[src/rtl/dvp_source.sv]
// dvp_source: transmit side of a camera-style parallel pixel bus.
// Takes RGB888 pixels over a valid/ready handshake. Each pixel goes out as
// two RGB565 bytes on p_data while href is high. The block also produces the
// frame timing: vsync, front porch, active lines with horizontal blanking,
// and back porch.
//
// Ports:
//   p_clock      pixel/byte clock, everything on the rising edge
//   rst          synchronous, active-high reset
//   enable       frame generation request, sampled at frame boundaries
//   pix_in       RGB888 pixel {R[23:16], G[15:8], B[7:0]}
//   pix_valid    pix_in holds a pixel
//   pix_ready    holding register is empty (registered)
//   vsync        frame sync, active high
//   href         line valid, active high
//   p_data       byte lane, 0x00 whenever href is low
//   frame_start  one-cycle pulse on the first clock of a frame
//   frame_done   one-cycle pulse on the last clock of a frame
//   underrun     one-cycle pulse when a pixel slot finds no pixel
module dvp_source #(
  parameter int H_ACTIVE    = 320,
  parameter int V_ACTIVE    = 240,
  parameter int H_BLANK     = 16,
  parameter int VSYNC_LINES = 3,
  parameter int V_FRONT     = 2,
  parameter int V_BACK      = 2
) (
  input  logic        p_clock,
  input  logic        rst,
  input  logic        enable,
  input  logic [23:0] pix_in,
  input  logic        pix_valid,
  output logic        pix_ready,
  output logic        vsync,
  output logic        href,
  output logic [7:0]  p_data,
  output logic        frame_start,
  output logic        frame_done,
  output logic        underrun
);

  localparam int LINE_CLKS   = 2 * H_ACTIVE + H_BLANK;
  localparam int VSYNC_CLKS  = VSYNC_LINES * LINE_CLKS;
  localparam int VFRONT_CLKS = V_FRONT * LINE_CLKS;
  localparam int ACT_CLKS    = 2 * H_ACTIVE;
  localparam int VBACK_CLKS  = V_BACK * LINE_CLKS;

  localparam int MAX_A    = (VSYNC_CLKS > VFRONT_CLKS) ? VSYNC_CLKS : VFRONT_CLKS;
  localparam int MAX_B    = (ACT_CLKS > H_BLANK) ? ACT_CLKS : H_BLANK;
  localparam int MAX_C    = (MAX_A > MAX_B) ? MAX_A : MAX_B;
  localparam int MAX_CLKS = (MAX_C > VBACK_CLKS) ? MAX_C : VBACK_CLKS;
  localparam int CW       = (MAX_CLKS > 1) ? $clog2(MAX_CLKS) : 1;
  localparam int LW       = (V_ACTIVE > 1) ? $clog2(V_ACTIVE) : 1;

  typedef enum logic [2:0] {
    IDLE,
    VSYNC,
    VFRONT,
    ACTIVE,
    HBLANK,
    VBACK
  } state_t;

  // Successor chain with zero-length phases folded out. IDLE here means
  // "the frame is over"; the next-state logic then decides between a new
  // frame and going idle.
  localparam state_t LINE_START  = (ACT_CLKS > 0) ? ACTIVE : HBLANK;
  localparam state_t POST_ACTIVE = (VBACK_CLKS > 0) ? VBACK : IDLE;
  localparam state_t PRE_ACTIVE  = (V_ACTIVE > 0) ? LINE_START : POST_ACTIVE;
  localparam state_t POST_VSYNC  = (VFRONT_CLKS > 0) ? VFRONT : PRE_ACTIVE;
  localparam state_t FRAME_FIRST = (VSYNC_CLKS > 0) ? VSYNC : POST_VSYNC;

  state_t          state, state_next;
  logic [CW-1:0]   cnt, cnt_next;
  logic [LW-1:0]   line_cnt, line_next;
  logic            starting;
  logic            last, line_last;
  logic            frame_end, new_frame;
  logic [15:0]     hold;
  logic [7:0]      low_byte;
  logic            even_slot, odd_slot;

  // Only the bits that survive the RGB565 reduction are stored.
  logic unused_pix_bits;
  assign unused_pix_bits = ^{pix_in[18:16], pix_in[9:8], pix_in[2:0]};

  // Terminal count of the current phase.
  always_comb begin
    last = 1'b0;
    case (state)
      VSYNC:  last = (cnt == CW'(VSYNC_CLKS  > 0 ? VSYNC_CLKS  - 1 : 0));
      VFRONT: last = (cnt == CW'(VFRONT_CLKS > 0 ? VFRONT_CLKS - 1 : 0));
      ACTIVE: last = (cnt == CW'(ACT_CLKS    > 0 ? ACT_CLKS    - 1 : 0));
      HBLANK: last = (cnt == CW'(H_BLANK     > 0 ? H_BLANK     - 1 : 0));
      VBACK:  last = (cnt == CW'(VBACK_CLKS  > 0 ? VBACK_CLKS  - 1 : 0));
      default: last = 1'b0;
    endcase
  end

  assign line_last = (line_cnt == LW'(V_ACTIVE > 0 ? V_ACTIVE - 1 : 0));

  always_comb begin
    state_next = state;
    cnt_next   = cnt + 1'b1;
    line_next  = line_cnt;
    frame_end  = 1'b0;
    new_frame  = 1'b0;
    case (state)
      IDLE: begin
        cnt_next = '0;
        if (enable) begin
          state_next = FRAME_FIRST;
          new_frame  = 1'b1;
        end
      end
      VSYNC: if (last) begin
        cnt_next   = '0;
        state_next = POST_VSYNC;
      end
      VFRONT: if (last) begin
        cnt_next   = '0;
        state_next = PRE_ACTIVE;
      end
      ACTIVE: if (last) begin
        cnt_next = '0;
        if (H_BLANK > 0) begin
          state_next = HBLANK;
        end else if (!line_last) begin
          state_next = ACTIVE;
          line_next  = line_cnt + 1'b1;
        end else begin
          state_next = POST_ACTIVE;
        end
      end
      HBLANK: if (last) begin
        cnt_next = '0;
        if (!line_last) begin
          state_next = LINE_START;
          line_next  = line_cnt + 1'b1;
        end else begin
          state_next = POST_ACTIVE;
        end
      end
      VBACK: if (last) begin
        cnt_next   = '0;
        state_next = IDLE;
      end
      default: begin
        cnt_next   = '0;
        state_next = IDLE;
      end
    endcase

    // Leaving the last phase of a frame: flag the end and chain straight
    // into the next frame when enable is still high.
    if (state != IDLE && last && state_next == IDLE) begin
      frame_end = 1'b1;
      if (enable) begin
        state_next = FRAME_FIRST;
        new_frame  = 1'b1;
      end
    end
    if (new_frame) begin
      line_next = '0;
    end
  end

  always_ff @(posedge p_clock) begin
    if (rst) begin
      state    <= IDLE;
      cnt      <= '0;
      line_cnt <= '0;
      starting <= 1'b0;
    end else begin
      state    <= state_next;
      cnt      <= cnt_next;
      line_cnt <= line_next;
      starting <= new_frame;
    end
  end

  // Bus outputs trail the phase state by one register stage, so each pulse
  // lines up with the clock it describes on the wire.
  always_ff @(posedge p_clock) begin
    if (rst) begin
      vsync       <= 1'b0;
      href        <= 1'b0;
      frame_start <= 1'b0;
      frame_done  <= 1'b0;
    end else begin
      vsync       <= (state == VSYNC);
      href        <= (state == ACTIVE);
      frame_start <= starting;
      frame_done  <= frame_end;
    end
  end

  assign even_slot = (state == ACTIVE) && !cnt[0];
  assign odd_slot  = (state == ACTIVE) &&  cnt[0];

  // Single-entry holding register. pix_ready is the registered empty flag.
  // A consume needs it low and an accept needs it high, so the two never
  // collide. The slot is refilled during the odd byte of the previous pixel.
  always_ff @(posedge p_clock) begin
    if (rst) begin
      hold      <= '0;
      low_byte  <= '0;
      pix_ready <= 1'b1;
      p_data    <= 8'h00;
      underrun  <= 1'b0;
    end else begin
      p_data   <= 8'h00;
      underrun <= 1'b0;
      if (even_slot) begin
        if (!pix_ready) begin
          p_data    <= hold[15:8];
          low_byte  <= hold[7:0];
          pix_ready <= 1'b1;
        end else begin
          low_byte <= 8'h00;
          underrun <= 1'b1;
        end
      end else if (odd_slot) begin
        p_data <= low_byte;
      end
      if (pix_valid && pix_ready) begin
        hold      <= {pix_in[23:19], pix_in[15:10], pix_in[7:3]};
        pix_ready <= 1'b0;
      end
    end
  end

endmodule
[config.mk]
export PLATFORM = sky130hd
export DESIGN_NAME = dvp_source
export DESIGN_NICKNAME = d
export VERILOG_FILES = /design/src/rtl/dvp_source.sv
export SDC_FILE = /design/constraint.sdc
export NUM_CORES = 1
export LEC_CHECK = 0
export ABC_CLOCK_PERIOD_IN_PS = 3900
export BUFFER_PORTS_ARGS = -buffer_cell sky130_fd_sc_hd__buf_2
export CAP_MARGIN = 10
export CORE_MARGIN = 5
export CORE_UTILIZATION = 50
export DETAILED_ROUTE_END_ITERATION = 7
export PLACE_DENSITY = 0.73
export SLEW_MARGIN = 20
export SYNTH_ARGS = -nofsm -noshare
export SYNTH_HDL_FRONTEND = slang
export SYNTH_SLANG_ARGS = --single-unit
[constraint.sdc]
create_clock -name p_clock -period 3.9 [get_ports p_clock]
set_input_delay 0.78 -clock p_clock [delete_from_list [all_inputs] [get_ports p_clock]]
set_output_delay 0.78 -clock p_clock [all_outputs]
set_load 0.1 [all_outputs]
## After elaboration in Yosys (flattened, before gate mapping)

Cells that the tools add are included.

| storage, ports and cells | value |
|---|---|
| bits in registers | 61 |
| input port bits | 28 |
| output and inout port bits | 14 |
| word-level logic and storage cells | 67 |

| operators by class | value |
|---|---|
| $add $sub $neg | 2 |
| equality and inequality tests | 10 |
| mux-type cells | 23 |
| bitwise logic cells | 3 |
| reductions and logical operators | 16 |

Operators with widths:

| operator | number |
|---|---|
| $mux 8 | 4 |
| $mux 3 | 9 |
| $eq 11x11->1 const B | 2 |
| $pmux 3 s6 | 1 |
| $add 11x1->11 const B | 1 |
| $eq 11x10->1 const B | 1 |
| $eq 11x4->1 const B | 1 |
| $add 8x1->8 const B | 1 |
| $eq 8x8->1 const B | 1 |
| $mux 1 | 8 |
| $eq 3x2->1 const B | 2 |
| $eq 3x3->1 const B | 2 |
| $logic_not 3->1 | 2 |
| $reduce_or 2->1 | 3 |
| $logic_and 1x1->1 | 5 |
| $reduce_or 5->1 | 1 |
| $pmux 1 s4 | 1 |
| $eq 3x1->1 const B | 1 |
| $not 1->1 | 3 |
| $reduce_and 3->1 | 1 |
| $reduce_bool 3->1 | 1 |
| $reduce_or 3->1 | 1 |
| $reduce_bool 2->1 | 1 |
| $logic_not 1->1 | 1 |

## Longest topological paths before layout

| logic depth | value |
|---|---|
| depth after elaboration | 9 |
| depth in mapped cells | 8 |
| gate-level depth less buffers | 7 |

## Least setup slack after synthesis

OpenSTA, ideal clock, no wires.

| timing path | value |
|---|---|
| kind | register to register |
| start point | register line_cnt[0] |
| end point | register line_cnt[6] |
| setup time | 70 ps |
| arrival | 2201 ps |
| data required time | 3830 ps |
| setup slack | 1629 ps |
| stages on the path, launching flop included | 8 |
| path buffers | 0 |
| clock period less this slack | 2271 ps |
| cell sequence | dfxtp_1 > ha_1 > nand3_1 > inv_1 > a2111oi_1 > or4b_4 > or4_1 > a21oi_1 |

| on the way | value |
|---|---|
| word-level cells in the longest chain between the ends | 8 |
| elaborated cells between the ends (all ways) | 11 |
| classes of those cells | add/sub (1); eq/ne (1); mux (4); bitwise (1); reduce/logical (4) |

RTL lines:

| what | line | text |
|---|---|---|
| from (decl) | 75 | `logic [LW-1:0] line_cnt, line_next;` |
| from (signal assigned) | 177 | `line_cnt <= line_next;` |
| $eq 8x8->1 | 100 | `assign line_last = (line_cnt == LW'(V_ACTIVE > 0 ? V_ACTIVE - 1 : 0));` |
| $mux 3 | 137 | `if (!line_last) begin` |
| $mux 3 | 135 | `HBLANK: if (last) begin` |
| $pmux 3 s6 | 108 | `case (state)` |
| $logic_not 3->1 | 156 | `if (state != IDLE && last && state_next == IDLE) begin` |
| $logic_and 1x1->1 | 156 |  |
| $mux 1 | 156 |  |
| $reduce_or 2->1 (no line) | n/a |  |

Parallel ways exist; a longest one is shown, timed or not.
A chain may end at the register's enable or synchronous reset.

## Worst setup path in the final report

Ends and elaborated chain as after synthesis.

==> metrics.yaml <==
crit_path_start: "line_cnt[0]"
grt_antenna_before_repair: 0
synthCells: 308
hold_path_class: "reg -> reg"
design_area_sq_um: 3010
syn_to_final_growth_pct: 15.7
yosys-top-cells-area: "dfxtp_1 47%, a21oi_1 8.3%, nand2_1 7.5%, nor2_1 4.6%, nor3b_1 3.8%"
path_max_fanout: 14
gr-total-overflow: 0
critPathMaxStageDelay_ps: 610
post-route-min-period_ps: 2600
r2r_cells: 7
crit_arrival_ps: 2860
die-area_sq_um: 6740
core_area_sq_um: 5070
dpl.hpwl_mm: 3.43
synth_nets: 338
die_height_microns: 82.1
post_dp_cell_area_sq_um: 2770
worst_pin_slew_ps: 636
cts_tree: "yes"
crit_path_end_kind: "flip-flop"
clock_path_buffers: 2
nets: 364
wl_per_cell_microns: 12.5
yosys_warnings: 0
h-tree-depth: 3
num_antenna_cells: 0
cp-endpoint: "line_cnt[6]"
drive_gt1_frac: 0.180
drtIter0Drc: 143
fin_skew_ps: 8.28
clkSinkCount: 61
synth-edff-count: 0
initial_core_util: 0.512
grt_pass1_vias: 1955
power_density_nw_per_um2: 464
finalSetupViolCount: 0
avgSynthCellArea_sq_um: 8.44
r2r_slack_ps: 1300
drv_slew: 0
ir_drop_v: 0.000253
nFillCells: 472
hold_buffers: 0
synth_common_cells: "61 x dfxtp_1, 52 x nand2_1, 43 x a21oi_1"
grt_pass1_wl_mm: 8.74
p_leak_nw: 1.17
regToRegEndpoint: "line_cnt[6]"
worstPathCellList: "ha_1, nand3_1, inv_1, a2111oi_1, or4b_4, or4_1, a21oi_1"
multi_input_area_sq_um: 1260
rsz0062_at_grt: "false"
crit_path_top_delay_cell: "or4b_4"
cp_data_required_time_ps: 4160
crit_type: "reg -> reg"
hp-start: "starting"
r2r-start: "line_cnt[0]"
grt_max_degree: 37
io_buffers: 33
drt_wl_total_mm: 5.11
cts_made_buffers: 9
post-route-util: 0.593
max_freq_mhz: 385
final-seq-area_sq_um: 1220
postCtsResizedCells: 0
place_congestion: 0.779
drc: 0
synth_top_cell_by_area: "dfxtp_1"
ys_seq_area_frac: 0.470
syn-cell-area_sq_um: 2600
synth_cell_type_count: 47
first_pass_iters: 4
die_x_microns: 82.1
drv_cap: 0
grt_usage: 0.170
status: "finished clean"
synth.most_common_cell: "dfxtp_1"
finalSetupTns_ps: 0
num_vias: 2106
finalCritPeriodShare: 0.666
clk_latency_ps: 340
max_slew_margin: 0.576
post-cts-setup-buffer-count: 0
clk_pin_slew_ps: 60
fp-row-count: 26
async_reset_ff_frac: 0
hold_viol_final: 0
synth_seq_cells: 61
synth_top_cell_area_share: 0.470
vias_per_cell: 5.15
cts_root_buf: "clkbuf_8"
postRouteAntennaNets: 0
synth_ff_type: "dfxtp_1"
startpoint_type: "flip-flop"
pin_count: 42
## placed cells by master, fill, tap and decap left out, types with 3 or more instances in the layout
cell type and count:
a21oi_1 43, and2_1 3, and3_1 5, buf_2 33, bufinv_16 3, clkbuf_8 10, dfxtp_1 61, inv_1 6
nand2_1 52, nand2b_1 3, nand3_1 5, nand3b_1 8, nor2_1 32, nor3_1 3, nor3b_1 13, o21ai_0 6
o31ai_1 3, or2_2 3, or3_1 3, xnor2_1 6, xor2_1 6
## metrics by stage
stage / power (mW) / std cells / worst slack, ps / hold WS (ps)
finish: 1.40 / 409 / 1300 / 450
global route: 1.45 / 409 / 1150 / 467
CTS: 1.41 / 409 / 1300 / 456
detailed placement: 0.736 / 393 / 1320 / 444
global placement: 0.734 / 393 / 1350 / 418
floorplan: 0.715 / 308 / 1630 / 414
## state kept, by name, summed over array words and instances, names as in the netlist
name / cells
p_data: 8
underrun: 1
hold: 16
low_byte: 8
starting: 1
state: 3
line_cnt: 8
frame_start: 1
frame_done: 1
cnt: 11
href: 1
pix_ready: 1
vsync: 1
## cells by family after synthesis
kind of cell               after synthesis  synth area share
AOI/OAI and AO/OA                       63             0.139
muxes                                    3            0.0135
xor gates and xnor gates                12            0.0404
DFF                                     61             0.470
buffers and inverters                   25            0.0438
adders and majority gates                2           0.00962
and+or+nand+nor                        142             0.284
## report_power, final
| part | switching, mW | internal (mW) |
|---|---|---|
| Sequential | 0.0127 | 0.637 |
| Combinational | 0.0476 | 0.0253 |
| Clock | 0.234 | 0.441 |
## final cells by class
type / instances / area share
Sequential cell: 61 / 0.406
Tap cell: 70 / 0.0291
Multi-Input combinational cell: 222 / 0.420
Inverter: 6 / 0.00748
Timing Repair Buffer: 34 / 0.0574
Clock buffer: 12 / 0.0482
Clock inverter: 4 / 0.0316
## how the worst min path moves through the flow
stage | endpoint | slack (ps) | cells past startpoint
finish | frame_start | 450 | 1
global route | frame_start | 470 | 1
CTS | low_byte[6] | 460 | 2
detailed placement | frame_start | 440 | 1
global placement | frame_start | 420 | 1
floorplan | frame_start | 410 | 1
## layer usage
layer,global-route usage,share of wire,up-vias
met4,0.0698,0.018,0
li1,-,-,1094
met2,0.253,0.42,34
met5,0,0,-
met1,0.222,0.51,968
met3,0.0607,0.046,10
## critical path, delay by kind of cell (launching register included)
kind / cells / cell delay, ps
adder cells (fa/ha/maj): 1 / 220
buffers and inverters: 1 / 70
flip-flops: 1 / 340
AO/OA/AOI/OAI: 2 / 620
AND/OR/NAND/NOR: 3 / 1280
No activity file was read; power rests on OpenSTA's default activity.
